[src/rtl/instr_encoder_loader.sv]
// Boot-time program loader: packs one field-level instruction per handshake into the
// decoder's 32-bit word layout and writes legal words to instruction memory at rising addresses.
module instr_encoder_loader #(
    parameter int         ADDR_W = 10,
    parameter logic [3:0] COND   = 4'hE
) (
    input  logic              clk,
    input  logic              rst_n,
    input  logic              start,
    input  logic [ADDR_W-1:0] base_addr,
    input  logic              in_valid,
    output logic              in_ready,
    input  logic [1:0]        in_class,
    input  logic [3:0]        in_alu_op,
    input  logic              in_imm_sel,
    input  logic              in_load,
    input  logic [3:0]        in_rd,
    input  logic [3:0]        in_rn,
    input  logic [3:0]        in_rm,
    input  logic [31:0]       in_imm,
    output logic              imem_req,
    input  logic              imem_ack,
    output logic [ADDR_W-1:0] imem_addr,
    output logic [31:0]       imem_wdata,
    output logic              busy,
    output logic              full,
    output logic              err,
    output logic [ADDR_W:0]   words_written,
    output logic [7:0]        err_count
);

    typedef enum logic [2:0] {
        IDLE,
        ACCEPT,
        ENC,
        WRITE,
        FULL
    } state_t;

    localparam logic [1:0] CLASS_ALU  = 2'b00;
    localparam logic [1:0] CLASS_MEM  = 2'b01;
    localparam logic [1:0] CLASS_JUMP = 2'b10;

    state_t              state_reg;
    state_t              state_next;

    logic [1:0]          class_reg;
    logic [3:0]          alu_op_reg;
    logic                imm_sel_reg;
    logic                load_reg;
    logic [3:0]          rd_reg;
    logic [3:0]          rn_reg;
    logic [3:0]          rm_reg;
    logic [31:0]         imm_reg;

    logic [31:0]         word_reg;
    logic [ADDR_W-1:0]   addr_reg;
    logic [ADDR_W:0]     words_reg;
    logic                err_reg;
    logic [7:0]          err_count_reg;

    logic [31:0]         enc_word;
    logic                enc_legal;
    logic                restart;
    logic                accept_fire;
    logic                write_done;
    logic                addr_last;

    // Field packing from the latched set; legality is decided alongside the word.
    always_comb begin
        enc_word        = '0;
        enc_legal       = 1'b1;
        enc_word[31:28] = COND;
        enc_word[27:26] = class_reg;
        case (class_reg)
            CLASS_ALU: begin
                enc_word[24:21] = alu_op_reg;
                enc_word[19:16] = rn_reg;
                enc_word[15:12] = rd_reg;
                if (imm_sel_reg) begin
                    enc_word[25]  = 1'b1;
                    enc_word[7:0] = imm_reg[7:0];
                    enc_legal     = (imm_reg[31:8] == '0);
                end else begin
                    enc_word[3:0] = rm_reg;
                end
            end
            CLASS_MEM: begin
                enc_word[25]    = ~imm_sel_reg;
                enc_word[20]    = load_reg;
                enc_word[19:16] = rn_reg;
                enc_word[15:12] = rd_reg;
                if (imm_sel_reg) begin
                    enc_word[11:0] = imm_reg[11:0];
                    enc_legal      = (imm_reg[31:12] == '0);
                end
            end
            CLASS_JUMP: begin
                // Offset must be a sign-extended 24-bit value.
                enc_word[23:0] = imm_reg[23:0];
                enc_legal      = (imm_reg[31:23] == '0) || (imm_reg[31:23] == '1);
            end
            default: begin
                enc_legal = 1'b0;
            end
        endcase
    end

    assign addr_last   = (addr_reg == '1);
    assign restart     = start && ((state_reg == IDLE) || (state_reg == ACCEPT) ||
                                   (state_reg == FULL));
    assign accept_fire = (state_reg == ACCEPT) && in_valid && !start;
    assign write_done  = (state_reg == WRITE) && imem_ack;

    always_comb begin
        state_next = state_reg;
        case (state_reg)
            IDLE: begin
                if (start) state_next = ACCEPT;
            end
            ACCEPT: begin
                if (start)         state_next = ACCEPT;
                else if (in_valid) state_next = ENC;
            end
            ENC: begin
                state_next = enc_legal ? WRITE : ACCEPT;
            end
            WRITE: begin
                if (imem_ack) state_next = addr_last ? FULL : ACCEPT;
            end
            FULL: begin
                if (start) state_next = ACCEPT;
            end
            default: begin
                state_next = IDLE;
            end
        endcase
    end

    always_ff @(posedge clk) begin
        if (!rst_n) begin
            state_reg     <= IDLE;
            class_reg     <= '0;
            alu_op_reg    <= '0;
            imm_sel_reg   <= 1'b0;
            load_reg      <= 1'b0;
            rd_reg        <= '0;
            rn_reg        <= '0;
            rm_reg        <= '0;
            imm_reg       <= '0;
            word_reg      <= '0;
            addr_reg      <= '0;
            words_reg     <= '0;
            err_reg       <= 1'b0;
            err_count_reg <= '0;
        end else begin
            state_reg <= state_next;
            if (restart) begin
                addr_reg      <= base_addr;
                words_reg     <= '0;
                err_reg       <= 1'b0;
                err_count_reg <= '0;
            end
            if (accept_fire) begin
                class_reg   <= in_class;
                alu_op_reg  <= in_alu_op;
                imm_sel_reg <= in_imm_sel;
                load_reg    <= in_load;
                rd_reg      <= in_rd;
                rn_reg      <= in_rn;
                rm_reg      <= in_rm;
                imm_reg     <= in_imm;
            end
            if (state_reg == ENC) begin
                if (enc_legal) begin
                    word_reg <= enc_word;
                end else begin
                    err_reg <= 1'b1;
                    if (err_count_reg != 8'hFF) err_count_reg <= err_count_reg + 8'd1;
                end
            end
            // The address parks on the last slot once full; there is no wrap.
            if (write_done) begin
                words_reg <= words_reg + (ADDR_W + 1)'(1);
                if (!addr_last) addr_reg <= addr_reg + ADDR_W'(1);
            end
        end
    end

    assign in_ready      = (state_reg == ACCEPT);
    assign imem_req      = (state_reg == WRITE);
    assign imem_addr     = addr_reg;
    assign imem_wdata    = word_reg;
    assign busy          = (state_reg == ENC) || (state_reg == WRITE);
    assign full          = (state_reg == FULL);
    assign err           = err_reg;
    assign words_written = words_reg;
    assign err_count     = err_count_reg;

endmodule

[config.mk]
export PLATFORM = sky130hd
export DESIGN_NAME = instr_encoder_loader
export DESIGN_NICKNAME = d
export VERILOG_FILES = /design/src/rtl/instr_encoder_loader.sv
export SDC_FILE = /design/constraint.sdc
export NUM_CORES = 1
export LEC_CHECK = 0
export BUFFER_PORTS_ARGS = -buffer_cell sky130_fd_sc_hd__buf_4
export CORE_MARGIN = 2
export CORE_UTILIZATION = 57
export CTS_CLUSTER_DIAMETER = 150
export DETAILED_ROUTE_END_ITERATION = 12
export GPL_TIMING_DRIVEN = 0
export PLACE_DENSITY = 0.85
export SLEW_MARGIN = 20
export SYNTH_ARGS = -nofsm -noshare
export SYNTH_HDL_FRONTEND = slang
export SYNTH_SLANG_ARGS = --single-unit
[constraint.sdc]
create_clock -name clk -period 6.5 [get_ports clk]
set_input_delay 0 -clock clk [delete_from_list [all_inputs] [get_ports clk]]
set_output_delay 0 -clock clk [all_outputs]
set_load 0.005 [all_outputs]
==> results.md <==
* Core area at approximately 8600 um2
* Synth Warn # at 0
* Final Hold Fails at 0
* Worst endpoint required time at approximately 7 ns
* Part of the cycle the worst path needs at roughly 46%
* Fillers at between 400 and 500
* Max Clk Rate at between 300 and 400 MHz
* DR DRC count at 0
* Max FFs per register at 32
* PortBufs at 130
* Area contributors post-synth: dfxtp_1, nand2_1, a21oi_1
* CTS clk-pin slew, worst paths at 0.06 ns
* Hold Path Class: input port to flop
* PwrDens at approximately 260 nW/um2
* Synth Net Count at about 700
* Clock Tree Root: clkbuf_8
* Chip Height at around 100 um
* Final Power at about 1.9 mW
* Global route overflow at 0
* Worst Hold End: imm_reg[1]
* Setup-failing EPs final at 0
* Via density per instance at 6.16
* Max_slew headroom at a little over a quarter
* Worst flop-to-flop path startpoint: imem_addr[0]
* Die width at 97.6 um
* Vias in the first global route at between 5000 and 6000
* RSZ-0062 raised after global routing: false
* Crit Path Class: flop to flop
* Hold depth at 4
* Layout cells sized above 1 at a little over a fifth
* #FFs+latches synth at approximately 110
* IO Count at between 100 and 150
* Min-delay src: in_valid
* Synth area leader: dfxtp_1
* Layout Utilization at between 80 and 90%
* DRT iter0 DRCs at approximately 480
* Clock Skew at between 0.007 and 0.008 ns
* Post-synth ARST share at 0%
* Mapped Avg Cell Area at a little over 8 um2
* Setup TNS at 0 ns
* Htree depth at 4
* Minimum clock period at 3.01 ns
* Total number of vias at between 5000 and 6000
* CP endpoint kind: flop
* Sequential Area at 2280 um2
* Nets@finish at 910
* Synth-to-Final Area Change at 48.6%
* Worst-Skew Late Latency at between 0.5 and 0.6 ns
* Synth Instances at roughly 620
* Post-CTS resize count at 0
* GP Congestion at roughly 0.89
* Max clock buf depth at 2
* Worst R2R Path Depth at 7
* DRT Pass-1 Iters at 8
* WL final at between 15000 and 20000 um
* Post-DRT Antenna Nets at 0
* Rows at 34
* Initial Util at between 50% and 60%
* Top-area cell type share of the netlist area at roughly 46%
* Capturing point of the worst reg2reg path: imem_addr[2]
* Crit path max fanout at 7
* Setup crit start kind: flop
* Die area at approximately 9500 um2
* Yosys cell types at 54
* Drt wl/cell at ~19 um
* Sequential area share after synthesis at a little under half
* Status: completed
* Area of the multi-input gates at between 2000 and 2500 um2
* Max-slew violations at 0
* Largest net degree at the start of global routing at 17
* Post-Synthesis Cell Area at between 4000 and 5000 um2
* Clk sinks at 114
* Detailed placement HPWL at roughly 10000 um
* CTS tree: yes
* Post-synth EDFFs at 0
* Crit path DAT at 3.46 ns
* Global-route wire length before repair at 28600 um
* GRT Overall Usage at 37.9%
* Maximum VDD drop at around 180 uV
* Max-Cap Viols at 0
* Actual slew at the worst max-slew pin at between 1 and 1.5 ns
* CTS buffer count at 17
* Static Leak at between 2 and 3 nW
* Initial antenna violation count at 1
* Top_reg_cell synth: dfxtp_1
* R2R setup slack at approximately 3.5 ns
[cell type report]
class,count,share of cell area (%)
Inverter,9,0.455
Buffer,41,2.59
Tap cell,108,1.82
Sequential cell,114,30.7
Timing Repair Buffer,197,22.2
Clock inverter,12,2.75
Multi-Input combinational cell,455,33.5
Antenna cell,3,0.101
Clock buffer,20,5.86
[cell usage in the layout (no fill, tap or decap), drive strengths merged, types with 12 or more instances in the layout]
cell type    instances
buf                141
nand2              126
dfxtp              114
a21oi               87
dlygate4sd3         67
nor2                56
clkbuf              50
nand3               25
a22oi               17
o21ai               14
nand2b              12
[synth_stat cells, drive strengths merged, types with 2 or more instances]
| cell type | n |
|---|---|
| mux2i | 11 |
| buf | 11 |
| nor2 | 56 |
| nor3 | 7 |
| and3 | 9 |
| nand2 | 126 |
| a21oi | 87 |
| a222oi | 4 |
| xor2 | 2 |
| o311ai | 2 |
| nand4b | 2 |
| nor4 | 5 |
| dfxtp | 114 |
| nand2b | 12 |
| and2 | 5 |
| nand4 | 3 |
| or2 | 4 |
| nor3b | 2 |
| o21ai | 14 |
| o211ai | 10 |
| nor2b | 6 |
| a211oi | 11 |
| nand3 | 25 |
| a22oi | 17 |
| ha | 8 |
| clkbuf | 30 |
| or3 | 8 |
| inv | 9 |
[stage by stage]
stage	std cells	hold slack [ns]	cell area (um2)	worst slack, ns
floorplan	619	0.136	5000	4.38
global placement	857	0.247	6110	3.96
detailed placement	857	0.257	6110	3.78
CTS	956	0.00919	7420	3.69
global route	957	0.0399	7420	3.28
finish	959	0.0316	7430	3.49
[where the power goes]
part           leakage, nW  switching (mW)  internal (mW)
Sequential           0.923          0.0165          0.716
Combinational         1.73          0.0933         0.0950
Clock                0.302           0.346          0.674
[how the worst max path moves through the flow]
stage / start / to / slack [ns] / cells after the start
after global routing: imem_addr[0] / imem_addr[3] / 3.28 / 7
after CTS: imem_addr[0] / imem_addr[3] / 3.69 / 7
after floorplan: imem_addr[0] / imem_addr[3] / 4.38 / 7
after detailed placement: imem_addr[0] / imem_addr[3] / 3.78 / 7
final: imem_addr[0] / imem_addr[2] / 3.49 / 7
after global placement: imem_addr[0] / imem_addr[3] / 3.96 / 7
[worst max-delay path: stages (launching register included)]
cell      delay, ns
dfxtp_1        0.44
ha_1           0.22
nand3_1        0.23
nor4_1         0.99
o21ai_0        0.54
o21ai_0        0.26
a222oi_1       0.13
nor2_1         0.13
[cells by family (layout without fill, tap and decap cells)]
kind of cell	after synthesis	in the layout	share of synthesized area, %
simple gates	273	273	24.9
compound gates	159	159	20.1
flops	114	114	45.7
buf+inv	50	279	4.53
mux	11	11	2.20
fa+ha+maj	8	8	2.00
xor+xnor	3	3	0.526
other cells	1	4	0.0750
[per-layer routing]
metal	vias to the layer above	routed length [um]	track usage (%)
met5	-	0	0
met4	0	1080	24.0
met3	121	1670	9.42
met2	461	8950	65.5
met1	2726	6380	41.3
li1	2597	-	-
[repair_timing]
| action | in CTS | in global routing |
|---|---|---|
| setup buffers | 0 | 0 |
| hold endpoints to repair | 70 | 0 |
| hold buffers | 67 | 0 |
(Power assumes the default switching activity.)
